--- src/rtl/ts_packet_aligner.sv ---
// MPEG-2 TS packet aligner: hunts for 188-byte packet boundaries in a {sync,data} byte stream,
// locks after LOCK_CNT good syncs, re-emits locked packets with SOP/EOP, PID/TEI and counters.
module ts_packet_aligner #(
  parameter int         PKT_LEN    = 188,
  parameter logic [7:0] SYNC_BYTE  = 8'h47,
  parameter int         LOCK_CNT   = 3,
  parameter int         UNLOCK_CNT = 3,
  parameter int         CNT_WIDTH  = 16
) (
  input  logic                 clk,
  input  logic                 rstn,
  input  logic                 valid_in,
  input  logic [8:0]           data_in,
  output logic                 out_valid,
  output logic [7:0]           out_data,
  output logic                 out_sop,
  output logic                 out_eop,
  output logic                 locked,
  output logic [12:0]          pid,
  output logic                 tei,
  output logic                 pid_valid,
  output logic [CNT_WIDTH-1:0] pkt_cnt,
  output logic [CNT_WIDTH-1:0] sync_err_cnt,
  output logic [1:0]           fsm_state
);

  localparam int BW = $clog2(PKT_LEN);
  localparam int GW = $clog2(LOCK_CNT + 1);
  localparam int RW = $clog2(UNLOCK_CNT + 1);
  localparam logic [BW-1:0] PKT_LAST    = BW'(PKT_LEN - 1);
  localparam logic [GW-1:0] LOCK_LAST   = GW'(LOCK_CNT - 1);
  localparam logic [RW-1:0] UNLOCK_LAST = RW'(UNLOCK_CNT - 1);

  typedef enum logic [1:0] {
    HUNT   = 2'd0,
    VERIFY = 2'd1,
    LOCK   = 2'd2
  } state_t;

  state_t        state, state_nxt;
  logic [BW-1:0] byte_cnt, byte_cnt_nxt;
  logic [GW-1:0] good_run, good_run_nxt;
  logic [RW-1:0] bad_run, bad_run_nxt;
  logic          candidate;
  logic          at_sync;
  logic [BW-1:0] cnt_inc;
  logic          emit;
  logic          err_inc;
  logic          hunt_eval;
  logic [4:0]    pid_hi;
  logic          tei_hold;

  assign candidate = data_in[8] && (data_in[7:0] == SYNC_BYTE);
  assign at_sync   = (byte_cnt == '0);
  assign cnt_inc   = (byte_cnt == PKT_LAST) ? '0 : byte_cnt + 1'b1;
  assign locked    = (state == LOCK);
  assign fsm_state = state;

  // hunt_eval covers both HUNT proper and a byte that just knocked VERIFY/LOCK back to HUNT,
  // so the same byte is judged once more as a potential new sync.
  always_comb begin
    state_nxt    = state;
    byte_cnt_nxt = byte_cnt;
    good_run_nxt = good_run;
    bad_run_nxt  = bad_run;
    emit         = 1'b0;
    err_inc      = 1'b0;
    hunt_eval    = 1'b0;
    if (valid_in) begin
      case (state)
        HUNT: hunt_eval = 1'b1;
        VERIFY: begin
          if (!at_sync) begin
            byte_cnt_nxt = cnt_inc;
          end else if (candidate) begin
            byte_cnt_nxt = cnt_inc;
            good_run_nxt = good_run + 1'b1;
            if (good_run == LOCK_LAST) begin
              state_nxt   = LOCK;
              bad_run_nxt = '0;
              emit        = 1'b1;
            end
          end else begin
            hunt_eval = 1'b1;
          end
        end
        LOCK: begin
          byte_cnt_nxt = cnt_inc;
          emit         = 1'b1;
          if (at_sync) begin
            if (candidate) begin
              bad_run_nxt = '0;
            end else begin
              err_inc = 1'b1;
              if (bad_run == UNLOCK_LAST) begin
                emit        = 1'b0;
                bad_run_nxt = '0;
                hunt_eval   = 1'b1;
              end else begin
                bad_run_nxt = bad_run + 1'b1;
              end
            end
          end
        end
        default: state_nxt = HUNT;
      endcase

      if (hunt_eval) begin
        if (candidate) begin
          byte_cnt_nxt = BW'(1);
          good_run_nxt = GW'(1);
          bad_run_nxt  = '0;
          if (LOCK_CNT == 1) begin
            state_nxt = LOCK;
            emit      = 1'b1;
          end else begin
            state_nxt = VERIFY;
          end
        end else begin
          state_nxt    = HUNT;
          byte_cnt_nxt = '0;
        end
      end
    end
  end

  always_ff @(posedge clk or negedge rstn) begin
    if (!rstn) begin
      state    <= HUNT;
      byte_cnt <= '0;
      good_run <= '0;
      bad_run  <= '0;
    end else begin
      state    <= state_nxt;
      byte_cnt <= byte_cnt_nxt;
      good_run <= good_run_nxt;
      bad_run  <= bad_run_nxt;
    end
  end

  // Emitted bytes always sit at byte_cnt of the accepted byte (0 in HUNT), so SOP/EOP
  // and the PID byte positions come straight from the current count.
  always_ff @(posedge clk or negedge rstn) begin
    if (!rstn) begin
      out_valid    <= 1'b0;
      out_data     <= '0;
      out_sop      <= 1'b0;
      out_eop      <= 1'b0;
      pid          <= '0;
      tei          <= 1'b0;
      pid_valid    <= 1'b0;
      pid_hi       <= '0;
      tei_hold     <= 1'b0;
      pkt_cnt      <= '0;
      sync_err_cnt <= '0;
    end else begin
      out_valid <= emit;
      out_sop   <= emit && (byte_cnt == '0);
      out_eop   <= emit && (byte_cnt == PKT_LAST);
      pid_valid <= emit && (byte_cnt == BW'(2));
      if (emit) begin
        out_data <= data_in[7:0];
      end
      if (emit && (byte_cnt == BW'(1))) begin
        tei_hold <= data_in[7];
        pid_hi   <= data_in[4:0];
      end
      if (emit && (byte_cnt == BW'(2))) begin
        pid <= {pid_hi, data_in[7:0]};
        tei <= tei_hold;
      end
      if (emit && (byte_cnt == PKT_LAST) && (pkt_cnt != '1)) begin
        pkt_cnt <= pkt_cnt + 1'b1;
      end
      if (err_inc && (sync_err_cnt != '1)) begin
        sync_err_cnt <= sync_err_cnt + 1'b1;
      end
    end
  end

endmodule
--- config.mk ---
export PLATFORM = sky130hd
export DESIGN_NAME = ts_packet_aligner
export DESIGN_NICKNAME = d
export VERILOG_FILES = /design/src/rtl/ts_packet_aligner.sv
export SDC_FILE = /design/constraint.sdc
export NUM_CORES = 1
export LEC_CHECK = 0
export ABC_AREA = 1
export ABC_CLOCK_PERIOD_IN_PS = 2590
export CAP_MARGIN = 5
export CORE_MARGIN = 2
export CORE_UTILIZATION = 53
export DETAILED_ROUTE_END_ITERATION = 10
export HOLD_SLACK_MARGIN = 0.08
export PLACE_DENSITY = 0.8
export SLEW_MARGIN = 20
export SYNTH_ARGS = -nofsm -noshare
export SYNTH_HDL_FRONTEND = slang
export SYNTH_SLANG_ARGS = --single-unit
--- constraint.sdc ---
create_clock -name clk -period 2.59 [get_ports clk]
set_input_delay 0.3885 -clock clk [delete_from_list [all_inputs] [get_ports clk]]
set_output_delay 0.3885 -clock clk [all_outputs]
set_load 0.02 [all_outputs]
==> results of run 1 <==
[synth_stat cells (7+ instances only)]
cell,number,area (um2)
dfrtp_1,78,1950
inv_2,7,26.3
nand2_2,7,43.8
o21ai_2,37,324
xnor2_1,8,70.1
nand3_1,26,130
inv_1,61,229
xor2_1,27,236
ha_1,12,150
o22ai_1,8,50.1
o21ai_0,13,65.1
nand2_1,113,424
nor3_1,17,85.1
nor2_1,31,116
buf_6,7,78.8
nand4_1,8,50.1
[cell type report]
type | count | area, um2 | area share, %
Clock buffer | 9 | 124 | 2.35
Clock inverter | 7 | 103 | 1.95
Inverter | 68 | 255 | 4.84
Multi-Input combinational cell | 326 | 1920 | 36.4
Sequential cell | 78 | 1950 | 37.0
Tap cell | 102 | 128 | 2.42
Timing Repair Buffer | 80 | 791 | 15.0
[cell families (layout without fill, tap and decap cells)]
kind of cell,after synthesis,in the layout
flip-flops,78,78
adder cells (fa/ha/maj),12,12
AO/OA/AOI/OAI,61,61
buffers and inverters,78,164
AND/OR/NAND/NOR,218,218
XOR/XNOR,35,35
[power groups by stage]
| stage | sequential, mW | clock, mW | combinational [mW] |
|---|---|---|---|
| floorplan | 1.25 | 0 | 0.0444 |
| global placement | 1.25 | 0 | 0.0997 |
| detailed placement | 1.25 | 0 | 0.102 |
| CTS | 1.23 | 1.06 | 0.102 |
| global route | 1.23 | 1.12 | 0.115 |
| finish | 1.23 | 1.04 | 0.101 |
[stage by stage]
stage	hold WS (ns)	area [um2]	cells	util, %	setup slack, ns
finish	0.180	5270	670	68.2	0.335
detailed placement	0.464	5040	654	65.3	0.0695
CTS	0.215	5270	670	68.2	0.310
global placement	0.450	5040	654	65.3	0.134
floorplan	0.0929	4220	482	-	0.653
global route	0.257	5270	670	68.2	0.110
[sequential cells by signal (all words and copies together), names as in the netlist, 2 cells and up, named ones only]
signal,cells
fsm_state,2
pid_hi,5
pid,13
pkt_cnt,16
out_data,8
byte_cnt,8
sync_err_cnt,16
bad_run,2
[worst min-delay path by stage]
| stage | slack, ns | depth (start not counted) | startpoint | end |
|---|---|---|---|---|
| 3_3_place_gp | 0.45 | 2 | pid_hi[1] | pid[9] |
| 6_report | 0.18 | 1 | rstn | pid[4] |
| 4_1_cts | 0.22 | 1 | rstn | pid_valid |
| 2_1_floorplan | 0.09 | 0 | rstn | asynchronous set/reset pin |
| 5_1_grt | 0.26 | 1 | rstn | pid[4] |
| 3_5_place_dp | 0.46 | 2 | pid_hi[4] | pid[12] |
[routing by layer]
layer,GRT usage (%),share of wire [%]
met5,0,0
met2,36.5,48
met1,29.9,46
met3,5.08,4.5
met4,5.64,0.98
==> impl_metrics.ini, run 1 <==
[status]
status = finished clean

[pwr]
power.leakage_nw = 2.30
p_int_mw = 1.81
pwr-share-comb_pct = 4.3
power_density_nw_per_um2 = 448
seqPwrFrac_pct = 51.9
max-vdd-ir-drop_uv = 246
p_sw_mw = 0.550
fin_total_pwr_mw = 2.36
switching_share_pct = 23.3
clkPwrFrac_pct = 43.8

[worst_setup_path]
rr_worst_depth = 11
slowest_stage = dfrtp_1
startpoint_type = flop
regToRegEndpoint = pid_hi[0]
critPathKind = reg2reg
cp_cell_sequence = inv_1, ha_1, nand3_2, nor2_4, nand2_2, nor2_4, nand2_2, a21oi_4, nand3_2, nand2_1, o21ai_2
crit_buf_inv = 1
slowest_delay_ns = 0.43
cp_top_family = simple AND/OR/NAND/NOR gates
regToRegSetupSlack_ns = 0.34
crit_start = byte_cnt[0]
cp_max_fo = 12
endpoint = pid_hi[0]
crit_cells = 11
crit_required_ns = 2.83
worstPathArrival_ns = 2.49
r2r_start = byte_cnt[0]
end_kind = flop

[logic_synthesis]
synth_ff_type = dfrtp_1
ys_seq_area_share_pct = 46.3
synth.distinct_cells = 26
yosys_warnings = 0
netlist_area_um2 = 4220
synth.avg_cell_area_um2 = 8.75
syn_inst = 482
synth_compound_area_share_pct = 11.0
synth-simple-area-share_pct = 23.6
synth_top_family_by_area = simple AND/OR/NAND/NOR gates
synthXorXnorAreaFrac_pct = 7.27
synthMuxAreaShare_pct = 0
syn_nets = 506
synth_edf_count = 0
synth-adder-area-share_pct = 3.56
async_flop_share_pct = 100
ys_seq_elements = 78

[route]
detail_route.vias_per_cell = 5.09
wl_per_cell_um = 13.2
wirelength_mm = 8.86
first_pass_iters = 4
drc_errors = 0
ant_nets = 0
vias = 3411
drt_iter0_drc = 157

[sta]
worstMarginPinSlew_ns = 0.944
slew_viol_final = 0
setup_viol_count_final = 0
hold_viol = 0
skew_ns = 0.0111
max_freq_mhz = 443
min_period_over_period_pct = 87.1
rsz0062_at_grt = false
min_period_ns = 2.25
tns_ns = 0
slew_headroom_pct = 37.1

[cts]
clockRootBuffer = clkbuf_8
cts_max_path_buffers = 2
ctsResizeCount = 0
cts_htree_levels = 3
clk_latency_ns = 0.35
clkSlewWorstSetupHoldPaths_ns = 0.09
cts_tree = yes
post_cts_buffers = 0
postCtsHoldBufs = 0
cts.sinks = 78
cts_buffers = 9

[global_routing]
grt.overflow.total = 0
grt_pass1_vias = 3478
grt_pass1_wl_mm = 15.7
grt_max_degree = 79
track_usage_pct = 22.2
antenna_found_initial = 0

[layout]
fill_cells = 649
n_antenna_cell = 0
drive_above_1_share_pct = 15.0
nets = 587
layout_commonest_cell = nand2_1
final_cell_mix = 113 x nand2_1, 78 x dfrtp_1, 71 x clkdlybuf4s50_1
area_growth_pct = 24.9

[floorplan]
rows = 32
io_pins = 73
die_h_um = 93.2
design.die.area_um2 = 8690
start_util_pct = 54.6
die_w_um = 93.2
core_area_um2 = 7730

[job]
drv_cap = 0

[place]
portBuffers = 72
dp_hpwl_mm = 6.41
place_congestion = 0.925

[worst_hold_path]
worstHoldPathType = in2async
No activity file was read; power rests on OpenSTA's default activity.
==> run 2, diff against run 1 <==
--- a/config.mk
+++ b/config.mk
@@ -9,11 +9,9 @@
 export ABC_CLOCK_PERIOD_IN_PS = 2590
 export CAP_MARGIN = 5
 export CORE_MARGIN = 2
-export CORE_UTILIZATION = 53
+export CORE_UTILIZATION = 38
 export DETAILED_ROUTE_END_ITERATION = 10
 export HOLD_SLACK_MARGIN = 0.08
-export PLACE_DENSITY = 0.8
-export SLEW_MARGIN = 20
 export SYNTH_ARGS = -nofsm -noshare
 export SYNTH_HDL_FRONTEND = slang
 export SYNTH_SLANG_ARGS = --single-unit
==> run 2 against run 1 <==
  * First-iteration DRC count down 3.8%
  * Via count down 1.1%
  * Sequential power about the same
  * Sequential share of layout area down 0.20 points
  * Utilization down 19 points
  * Largest power group unchanged
  * Highest routed layer unchanged
==> impl_metrics.ini, run 2 (synthesis gave the netlist of run 1 again) <==
[floorplan]
rows = 38
die_w_um = 109
io_pins = 73
die_h_um = 109
core_area_um2 = 10800
start_util_pct = 38.9
design.die.area_um2 = 12000

[cts]
post_cts_buffers = 0
clockRootBuffer = clkbuf_8
cts.sinks = 78
cts_buffers = 9
clkSlewWorstSetupHoldPaths_ns = 0.09
clk_latency_ns = 0.36
cts_max_path_buffers = 2
cts_htree_levels = 3
cts_tree = yes

[route]
ant_nets = 0
drc_errors = 0
vias = 3372
wl_per_cell_um = 13.0
wirelength_mm = 9.21
first_pass_iters = 5
drt_iter0_drc = 151
detail_route.vias_per_cell = 4.76

[place]
post-place-ws_ns = 0.0916
dp_hpwl_mm = 6.74
portBuffers = 72
place_inst = 691
place_congestion = 0.846

[sta]
min_period_ns = 2.25
tns_ns = 0
slew_headroom_pct = 56.3
finalWorstSetupSlack_ns = 0.341
min_period_over_period_pct = 86.8
setup_viol_count_final = 0
hold_viol = 0
worstMarginPinSlew_ns = 0.649
slew_viol_final = 0
skew_ns = 0.0157
rsz0062_at_grt = false
max_freq_mhz = 445

[layout]
layout_commonest_cell = nand2_1
reg_top3 = pkt_cnt x16, sync_err_cnt x16, pid x13
final_cell_mix = 113 x nand2_1, 78 x dfrtp_1, 71 x clkdlybuf4s50_1
fill_cells = 1072
drive_above_1_share_pct = 14.8
regArea_um2 = 1950
area_growth_pct = 25.6
multi_input_area_um2 = 1920
nets = 587
n_antenna_cell = 0
final_cells = 708

[worst_setup_path]
cp_max_fo = 12
endpoint = tei_hold
startpoint_type = flop
critPathKind = reg2reg
end_kind = flop
worstPathArrival_ns = 2.49
regToRegEndpoint = tei_hold
r2r_start = byte_cnt[0]
crit_start = byte_cnt[0]
rr_worst_depth = 11
regToRegSetupSlack_ns = 0.34
crit_required_ns = 2.83

[pwr]
power_density_nw_per_um2 = 432
fin_total_pwr_mw = 2.29
max-vdd-ir-drop_uv = 301
power.leakage_nw = 2.29

[global_routing]
track_usage_pct = 16.5
grt.overflow.total = 0
grt_pass1_vias = 3274
antenna_found_initial = 0
grt_max_degree = 43
grt_pass1_wl_mm = 15.5

[job]
drv_cap = 0

[worst_hold_path]
worstHoldPathType = reg2reg

[status]
status = finished clean
-- run 2: metal layers --
metal	up-vias	global-route usage (%)	routed length, um
met4	0	5.42	113
li1	1704	-	-
met1	1583	22.0	4290
met2	74	26.6	4340
met5	-	0	0
met3	11	3.56	470
-- run 2: through the flow --
| step | cell area, um2 | hold WS, ns | utilization, % |
|---|---|---|---|
| after detailed placement | 5080 | 0.430 | 46.9 |
| after global placement | 5080 | 0.427 | 46.9 |
| after global routing | 5300 | 0.506 | 48.9 |
| after floorplan | 4220 | 0.0929 | - |
| after CTS | 5300 | 0.487 | 48.9 |
| final | 5300 | 0.483 | 48.9 |
-- run 2: timing repair --
item	CTS	global route
hold endpoints to repair	40	0
gates resized for setup	0	0
hold buffers	1	0
-- run 2: critical path, cell delays in order, from the launching register on --
cell     delay, ns
dfrtp_1       0.42
inv_1         0.15
ha_1          0.18
nand3_2       0.10
nor2_4        0.18
nand2_2       0.08
nor2_4        0.13
nand2_2       0.07
a21oi_4       0.26
nand3_2       0.31
nand2_1       0.18
o21ai_2       0.06
-- run 2: how the worst min path moves through the flow --
stage	from	endpoint	slack [ns]	depth (start not counted)
final	pid_hi[4]	pid[12]	0.48	2
after global routing	out_data[3]	out_data[3]	0.51	2
after CTS	pid_hi[4]	pid[12]	0.49	2
after detailed placement	rstn	pid[12]	0.43	1
after global placement	rstn	pid[11]	0.43	1
after floorplan	rstn	asynchronous set/reset pin	0.09	0
-- run 2: final cells by class --
type | count | share of cell area (%)
tap | 140 | 3.31
clock inverter | 7 | 1.53
clock buffer | 9 | 2.34
timing repair buffer | 80 | 15.0
multi-input combinational | 326 | 36.2
inverter | 68 | 4.82
sequential | 78 | 36.8
-- run 2: power by group --
| group | internal, mW | switching, mW |
|---|---|---|
| Combinational | 0.0357 | 0.0704 |
| Sequential | 1.22 | 0.00378 |
| Clock | 0.456 | 0.496 |
| Total | 1.72 | 0.570 |
